--- config.mk ---
export PLATFORM = sky130hd
export DESIGN_NAME = vecmat_add_seq
export DESIGN_NICKNAME = d
export VERILOG_FILES = /design/src/rtl/vecmat_add_seq.sv
export SDC_FILE = /design/constraint.sdc
export NUM_CORES = 1
export LEC_CHECK = 0
export ABC_CLOCK_PERIOD_IN_PS = 3100
export CELL_PAD_IN_SITES_DETAIL_PLACEMENT = 1
export CELL_PAD_IN_SITES_GLOBAL_PLACEMENT = 1
export CORE_MARGIN = 2
export CORE_UTILIZATION = 40
export CTS_CLUSTER_SIZE = 20
export DETAILED_ROUTE_END_ITERATION = 16
export DONT_BUFFER_PORTS = 1
export GPL_TIMING_DRIVEN = 1
export HOLD_SLACK_MARGIN = 0.08
export PLACE_DENSITY_LB_ADDON = 0.1
export SYNTH_ARGS = -nofsm -noshare
export SYNTH_HDL_FRONTEND = slang
export SYNTH_SLANG_ARGS = --single-unit
--- constraint.sdc ---
create_clock -name clk -period 3.1 [get_ports clk]
set_clock_uncertainty 0.05 [all_clocks]
set_input_delay 0 -clock clk [delete_from_list [all_inputs] [get_ports clk]]
set_output_delay 0 -clock clk [all_outputs]
set_load 0.02 [all_outputs]
--- src/rtl/vecmat_add_seq.sv ---
// Job sequencer for a non-stallable adder tree feeding a result FIFO and RAM writer.
// Optional stall counter output enabled by defining VECMAT_ADD_SEQ_PERF_EN.
module vecmat_add_seq #(
  parameter int NUM_WORDS  = 32,
  parameter int TREE_LAT   = 2,
  parameter int FIFO_DEPTH = 4,
  parameter int ADDR_W     = 9
) (
  input  logic              clk,
  input  logic              reset,
  input  logic              start,
  input  logic [ADDR_W-1:0] base_addr,
  input  logic              in_valid,
  output logic              in_ready,
  input  logic [15:0]       tree_sum,
  output logic              out_valid,
  input  logic              out_ready,
  output logic [15:0]       out_data,
  output logic [ADDR_W-1:0] out_addr,
  output logic              busy,
  output logic              done
`ifdef VECMAT_ADD_SEQ_PERF_EN
  ,
  output logic [15:0]       stall_cnt
`endif
);

  localparam int CNT_W = $clog2(NUM_WORDS + 1);
  localparam int PTR_W = $clog2(FIFO_DEPTH);
  localparam int OCC_W = $clog2(FIFO_DEPTH + TREE_LAT + 1);
  localparam logic [CNT_W-1:0] NW = CNT_W'(NUM_WORDS);
  localparam logic [OCC_W-1:0] DEPTH_O = OCC_W'(FIFO_DEPTH);

  typedef enum logic [1:0] {IDLE, RUN, DRAIN, DONE} state_t;

  state_t              state_q, state_d;
  logic [CNT_W-1:0]    launch_cnt_q, launch_cnt_d;
  logic [CNT_W-1:0]    pop_cnt_q, pop_cnt_d;
  logic [ADDR_W-1:0]   base_q, base_d;
  logic [TREE_LAT-1:0] pipe_q, pipe_d;
  logic [PTR_W-1:0]    wr_ptr_q, wr_ptr_d;
  logic [PTR_W-1:0]    rd_ptr_q, rd_ptr_d;
  logic [PTR_W:0]      fifo_cnt_q, fifo_cnt_d;
  logic                busy_q, busy_d;
  logic                done_q, done_d;
  logic [15:0]         mem_q [FIFO_DEPTH];

  logic [OCC_W-1:0]    inflight;
  logic [OCC_W-1:0]    occ;
  logic                in_ready_c;
  logic                out_valid_c;
  logic                launch;
  logic                push;
  logic                pop;

`ifdef VECMAT_ADD_SEQ_PERF_EN
  logic [15:0]         stall_q, stall_d;
`endif

  always_comb begin
    inflight = '0;
    for (int i = 0; i < TREE_LAT; i++) begin
      inflight = inflight + OCC_W'(pipe_q[i]);
    end
    // Reserve FIFO room for every product still inside the tree.
    occ         = inflight + OCC_W'(fifo_cnt_q);
    in_ready_c  = (state_q == RUN) && (launch_cnt_q < NW)
                  && (occ < DEPTH_O);
    out_valid_c = (fifo_cnt_q != '0);
    launch      = in_valid && in_ready_c;
    push        = pipe_q[TREE_LAT-1];
    pop         = out_valid_c && out_ready;
  end

  always_comb begin
    state_d      = state_q;
    base_d       = base_q;
    launch_cnt_d = launch_cnt_q + CNT_W'(launch);
    pop_cnt_d    = pop_cnt_q + CNT_W'(pop);
    pipe_d       = (pipe_q << 1) | TREE_LAT'(launch);
    wr_ptr_d     = wr_ptr_q + PTR_W'(push);
    rd_ptr_d     = rd_ptr_q + PTR_W'(pop);
    fifo_cnt_d   = fifo_cnt_q;
    case ({push, pop})
      2'b10:   fifo_cnt_d = fifo_cnt_q + 1'b1;
      2'b01:   fifo_cnt_d = fifo_cnt_q - 1'b1;
      default: fifo_cnt_d = fifo_cnt_q;
    endcase
    unique case (state_q)
      IDLE: begin
        if (start) begin
          state_d      = RUN;
          base_d       = base_addr;
          launch_cnt_d = '0;
          pop_cnt_d    = '0;
        end
      end
      RUN: begin
        if (launch_cnt_q == NW) state_d = DRAIN;
      end
      DRAIN: begin
        if (pop_cnt_q == NW) state_d = DONE;
      end
      DONE: state_d = IDLE;
      default: state_d = IDLE;
    endcase
    busy_d = (state_d == RUN) || (state_d == DRAIN);
    done_d = (state_d == DONE);
  end

`ifdef VECMAT_ADD_SEQ_PERF_EN
  always_comb begin
    stall_d = stall_q;
    if (busy_q && ((in_valid && !in_ready_c)
                   || (out_valid_c && !out_ready))
        && (stall_q != 16'hFFFF)) begin
      stall_d = stall_q + 16'd1;
    end
    if (state_q == IDLE && start) stall_d = '0;
  end

  always_ff @(posedge clk) begin
    if (!reset) stall_q <= '0;
    else        stall_q <= stall_d;
  end

  assign stall_cnt = stall_q;
`endif

  always_ff @(posedge clk) begin
    if (!reset) begin
      state_q      <= IDLE;
      launch_cnt_q <= '0;
      pop_cnt_q    <= '0;
      base_q       <= '0;
      pipe_q       <= '0;
      wr_ptr_q     <= '0;
      rd_ptr_q     <= '0;
      fifo_cnt_q   <= '0;
      busy_q       <= 1'b0;
      done_q       <= 1'b0;
    end else begin
      state_q      <= state_d;
      launch_cnt_q <= launch_cnt_d;
      pop_cnt_q    <= pop_cnt_d;
      base_q       <= base_d;
      pipe_q       <= pipe_d;
      wr_ptr_q     <= wr_ptr_d;
      rd_ptr_q     <= rd_ptr_d;
      fifo_cnt_q   <= fifo_cnt_d;
      busy_q       <= busy_d;
      done_q       <= done_d;
    end
  end

  // Storage is not reset; outputs are masked while the FIFO is empty.
  always_ff @(posedge clk) begin
    if (reset && push) mem_q[wr_ptr_q] <= tree_sum;
  end

  assign in_ready  = in_ready_c;
  assign out_valid = out_valid_c;
  assign out_data  = out_valid_c ? mem_q[rd_ptr_q] : '0;
  assign out_addr  = out_valid_c ? base_q + ADDR_W'(pop_cnt_q) : '0;
  assign busy      = busy_q;
  assign done      = done_q;

endmodule

## Yosys cells after proc, flatten, opt, wreduce, memory -nomap -nowiden

Memory sizes are Yosys's and may differ from the RTL's. A register that Yosys moved wholly into a read port is not among the register bits.
Index checks and enable logic that the tools add are counted.

- Bits in registers: 34
- Memory bits (writable): 64
- Input bits: 30
- Output and inout port bits: 29
- Memories kept: 1

Memory list:

| name | depth | width | rd ports | clocked after memory_dff | wr ports | RTL line | RTL |
|---|---|---|---|---|---|---|---|
| mem_q | 4 | 16 | 1 | 1 | 1 | 46 | `logic [15:0] mem_q [FIFO_DEPTH];` |

- $add $sub $neg: 9
- $lt $le $gt $ge: 2
- Equal/unequal tests: 10
- Muxes and demuxes: 14
- Bitwise gates (word level): 1
- Reductions and logical operators: 10

Operator list:

| operator | number |
|---|---|
| 6-bit two-way mux | 4 |
| 16-bit two-way mux | 1 |
| 6-bit by 1-bit adder with 6-bit output | 2 |
| 6-bit equality test, second input constant | 2 |
| 2-bit equality test, second input constant | 5 |
| 9-bit by 6-bit adder with 9-bit output | 1 |
| 9-bit two-way mux | 1 |
| 2-bit two-way mux | 4 |
| 2-bit one-hot mux with 4 select lines | 1 |
| 2-bit by 1-bit equality test with 1-bit output, second input constant | 3 |
| 6-bit < comparator, second input constant | 1 |
| 3-bit one-hot mux with 2 select lines | 1 |
| 1-bit logical AND | 5 |
| 2-bit by 1-bit adder with 2-bit output | 2 |
| 2-bit by 3-bit adder with 3-bit output | 1 |
| 3-bit by 1-bit adder with 3-bit output, second input constant | 1 |
| 3-bit < comparator, second input constant | 1 |
| 3-bit nonzero test | 1 |
| 3-bit by 1-bit subtractor with 3-bit output, second input constant | 1 |
| 1-bit by 1-bit adder with 2-bit output | 1 |
| 2-bit zero test | 1 |
| 1-bit two-way mux | 2 |
| 2-bit by 1-bit bitwise OR with 2-bit output | 1 |
| 2-bit AND reduction | 1 |
| other kinds (2) | 2 |

## Longest topological paths before layout

- Depth in word-level cells: 8
- Gate-level depth with buffers: 10
- Mapped depth without buffers: 10

## Worst setup path before layout

Ideal clock, no wire load.

- Path kind: flip-flop to flip-flop
- Start: reg fifo_cnt_q[0]
- End: reg fifo_cnt_q[2]
- Data arrival time: 2,113 ps
- Data required time: 2,974 ps
- Setup slack: 862 ps
- Cell stages (with the launch flop): 11
- Clock period less this slack: 2,238 ps
- Path through: dfxtp_1 nor3_4 inv_2 clkbuf_1 and2_1 ha_1 inv_1 fa_1 xor2_1 or3_1 a21boi_0

- Word-level cells in the longest chain between the ends: 4
- Elaborated cells between the ends (all ways): 8

RTL lines:

| item | RTL line | RTL |
|---|---|---|
| start, declared | 43 | `logic [PTR_W:0] fifo_cnt_q, fifo_cnt_d;` |
| start signal, assigned | 150 | `fifo_cnt_q <= fifo_cnt_d;` |
| parallel branches: the longest is 4 deep, another holds 3-bit by 1-bit subtractor with 3-bit output | - |  |

Parallel ways; which one is timed is not known.
A chain may end at the register's enable or synchronous reset.

## Worst setup path after layout

- Start: reg pop_cnt_q[0]
- End: out out_addr[8]

- Word-level cells in the longest chain between the ends: 2

RTL lines:

| item | RTL line | RTL |
|---|---|---|
| start, declared | 38 | `logic [CNT_W-1:0] pop_cnt_q, pop_cnt_d;` |
| start signal, assigned | 145 | `pop_cnt_q <= pop_cnt_d;` |
| 9-bit by 6-bit adder with 9-bit output | 164 | `assign out_addr = out_valid_c ? base_q + ADDR_W'(pop_cnt_q) : '0;` |
| 9-bit two-way mux | 164 |  |
| end, declared | 19 | `output logic [ADDR_W-1:0] out_addr,` |

Every way passes these cells.

==> flow_metrics.py <==
metrics = {
    "detailed_routing": {
        "drc": 0,
        "num_vias": 2548,
        "wl_per_cell_um": 18.08,
        "postRouteAntennaNets": 0,
        "drt-initial-drc-count": 74,
        "drt_pass1_iterations": 4,
        "wirelength_um": 8807,
        "viasPerCell": 5.232,
    },
    "clock_tree": {
        "clock_path_buffers": 2,
        "post_cts_buffers": 0,
        "cts_resized": 0,
        "cts_tree": "yes",
        "cts-root-buf": "clkbuf_8",
        "h-tree-depth": 3,
        "clkTransAtPathRegs_ns": 0.09,
        "numCtsBuffers": 9,
        "clock_latency_ns": 0.36,
        "hold_buffers": 29,
        "cts.sinks": 98,
    },
    "layout": {
        "fin_nets": 393,
        "layout_commonest_cell": "edfxtp_1",
        "final_area_um2": 4911,
        "drive_above_1_share_pct": 11.11,
        "mostFrequentLayoutCells": "edfxtp_1 (64), dfxtp_1 (34), and2_1 (30)",
        "diodes": 0,
        "area_growth_pct": 15.17,
    },
    "yosys": {
        "yosys_most_used_dff": "edfxtp_1",
        "syn-cell-area_um2": 4264,
        "synth_area_leaders": "edfxtp_1 (45%), dfxtp_1 (16%), mux4_2 (5.3%)",
        "synth.distinct_cells": 40,
        "synth-seq-area-share_pct": 61.03,
        "syn-instance-count": 310,
        "synth-edff-count": 64,
        "synth_nets": 357,
        "async_reset_ff_share_pct": 0,
        "synth_top_cell_area_share_pct": 45.07,
        "avgSynthCellArea_um2": 13.76,
        "yosys.area.top_type": "edfxtp_1",
        "ys_warn_count": 0,
        "synth-seq-cells": 98,
    },
    "floorplan": {
        "die_h_um": 107.3,
        "row_count": 37,
        "dieArea_um2": 11500,
        "start_util_pct": 41.30,
        "fp.dieW_um": 107.3,
        "io_pins": 59,
        "core_um2": 10320,
    },
    "sta": {
        "setup_viol": 0,
        "hold_ws_ns": 0.1728,
        "rsz0062_at_grt": "false",
        "fin_setup_tns_ns": 0,
        "tightest_slew_ns": 0.9327,
        "relSlewSlack_pct": 37.62,
        "slew_viol_final": 0,
        "fmax_ghz": 0.3993,
        "hold_viol": 0,
        "layout_min_cycle_time_ns": 2.504,
        "finalCritPeriodShare_pct": 80.78,
    },
    "worst_setup_path": {
        "crit_chain": "ha_1, inv_1, fa_1, nor2b_1, o31ai_1, a21oi_1, mux2i_1",
        "criticalPathCategory": "register to output pin",
        "path_max_fanout": 3,
        "startpoint_type": "register",
        "arrival_ns": 2.45,
        "cpMaxStageDelayCell": "mux2i_1",
        "critPathTopFamily": "adder cells",
        "end_kind": "output pin",
        "required_ns": 3.05,
        "cpPeakStageDelay_ns": 0.47,
        "cp_num_buf_inv": 1,
    },
    "global_route": {
        "grtUsageTotal_pct": 16.34,
        "grt_pass1_wl_um": 14170,
        "grt_max_degree": 30,
        "antenna_found_initial": 0,
        "grt_overflow": 0,
        "grt_pass1_vias": 2681,
    },
    "placed_design": {
        "portBuffers": 0,
        "place_congestion": 0.7929,
        "post_dp_cell_area_um2": 4431,
        "post-dp-hpwl_um": 6146,
    },
    "power_and_ir_drop": {
        "switchingPower_uw": 593.7,
        "p_leak_uw": 0.001754,
        "clkPwrFrac_pct": 32.4,
        "cellPowerDensity_nw_per_um2": 485.7,
        "sequentialPowerShare_pct": 59.6,
        "p_comb_share_pct": 8.0,
        "ir_drop_mv": 0.2067,
        "internal_power_uw": 1792,
        "sw_frac_of_total_pct": 24.89,
    },
    "status": {
        "outcome": "finished clean",
    },
    "min_path": {
        "hold_class": "input port to register",
    },
    "job": {
        "timing.max_cap.violations": 0,
    },
}
-- through the flow --
step           util, %  total power, uW  cells  setup WS (ns)
2_1_floorplan        -             1576    310         0.8618
3_3_place_gp     42.92             1601    442         0.9401
3_5_place_dp     42.92             1605    442         0.8783
4_1_cts          47.57             2427    487         0.5786
5_1_grt          47.57             2488    487         0.4274
6_report         47.57             2385    487         0.5958
-- synthesized netlist by cell type, drive strengths merged (8+ instances only) --
cell	count
nand2	28
edfxtp	64
and2	30
nor3	10
inv	9
nor2	17
xor2	8
a21boi	10
nand3	8
ha	15
dfxtp	34
mux4	16
-- flip-flops by register name, summed over array words and instances (netlist names) --
| register | count |
|---|---|
| done | 1 |
| state_q | 2 |
| busy | 1 |
| mem_q | 64 |
| fifo_cnt_q | 3 |
| pipe_q | 2 |
| pop_cnt_q | 6 |
| rd_ptr_q | 2 |
| launch_cnt_q | 6 |
| wr_ptr_q | 2 |
| base_q | 9 |
-- layer usage --
metal	track usage (%)	routed length, um	vias to the layer above
li1	-	-	1208
met1	21.64	4045	1288
met2	26.58	4314	41
met3	3.511	323	11
met4	5.844	123	0
met5	0	0	-
-- cells by family after synthesis --
| logic type | count (synthesis) | share of synthesized area [%] |
|---|---|---|
| adders and majority gates | 17 | 5.340 |
| xor gates and xnor gates | 12 | 2.465 |
| and+or+nand+nor | 114 | 14.14 |
| AOI/OAI and AO/OA | 31 | 5.164 |
| DFF | 98 | 61.03 |
| buffers and inverters | 20 | 2.406 |
| muxes | 18 | 9.448 |
-- cell type report --
class	count	area, um^2
fill	1061	5413
sequential	98	2603
multi-input combinational	192	1572
timing repair buffer	36	342.8
tap	136	170.2
clock buffer	9	123.9
clock inverter	7	66.31
inverter	9	33.78
-- power by group through the flow --
stage               combinational, uW  sequential [uW]  clock [uW]
floorplan                         132             1440           0
global placement                  149             1450           0
detailed placement                152             1450           0
CTS                               196             1420         808
global route                      213             1420         850
finish                            192             1420         772
-- tightest hold or removal path, cell delays in order --
cell      delay [ns]
nand2_1         0.31
nand2_1         0.16
a21boi_0        0.06
-- path summary, 6_finish.rpt --
check             depth (start not counted)                        from  slack (ns)                         end
hold reg to reg                           2      base_q[3]$_SDFFE_PN0P_        0.43      base_q[3]$_SDFFE_PN0P_
setup / recovery                          7     pop_cnt_q[0]$_SDFF_PN0_        0.60                 out_addr[8]
setup reg to reg                         10  fifo_cnt_q[0]$_SDFFE_PN0P_        0.89  launch_cnt_q[4]$_SDFF_PN0_
hold / removal                            3                       start        0.17      base_q[3]$_SDFFE_PN0P_
Power figures use the tool's default switching activity.
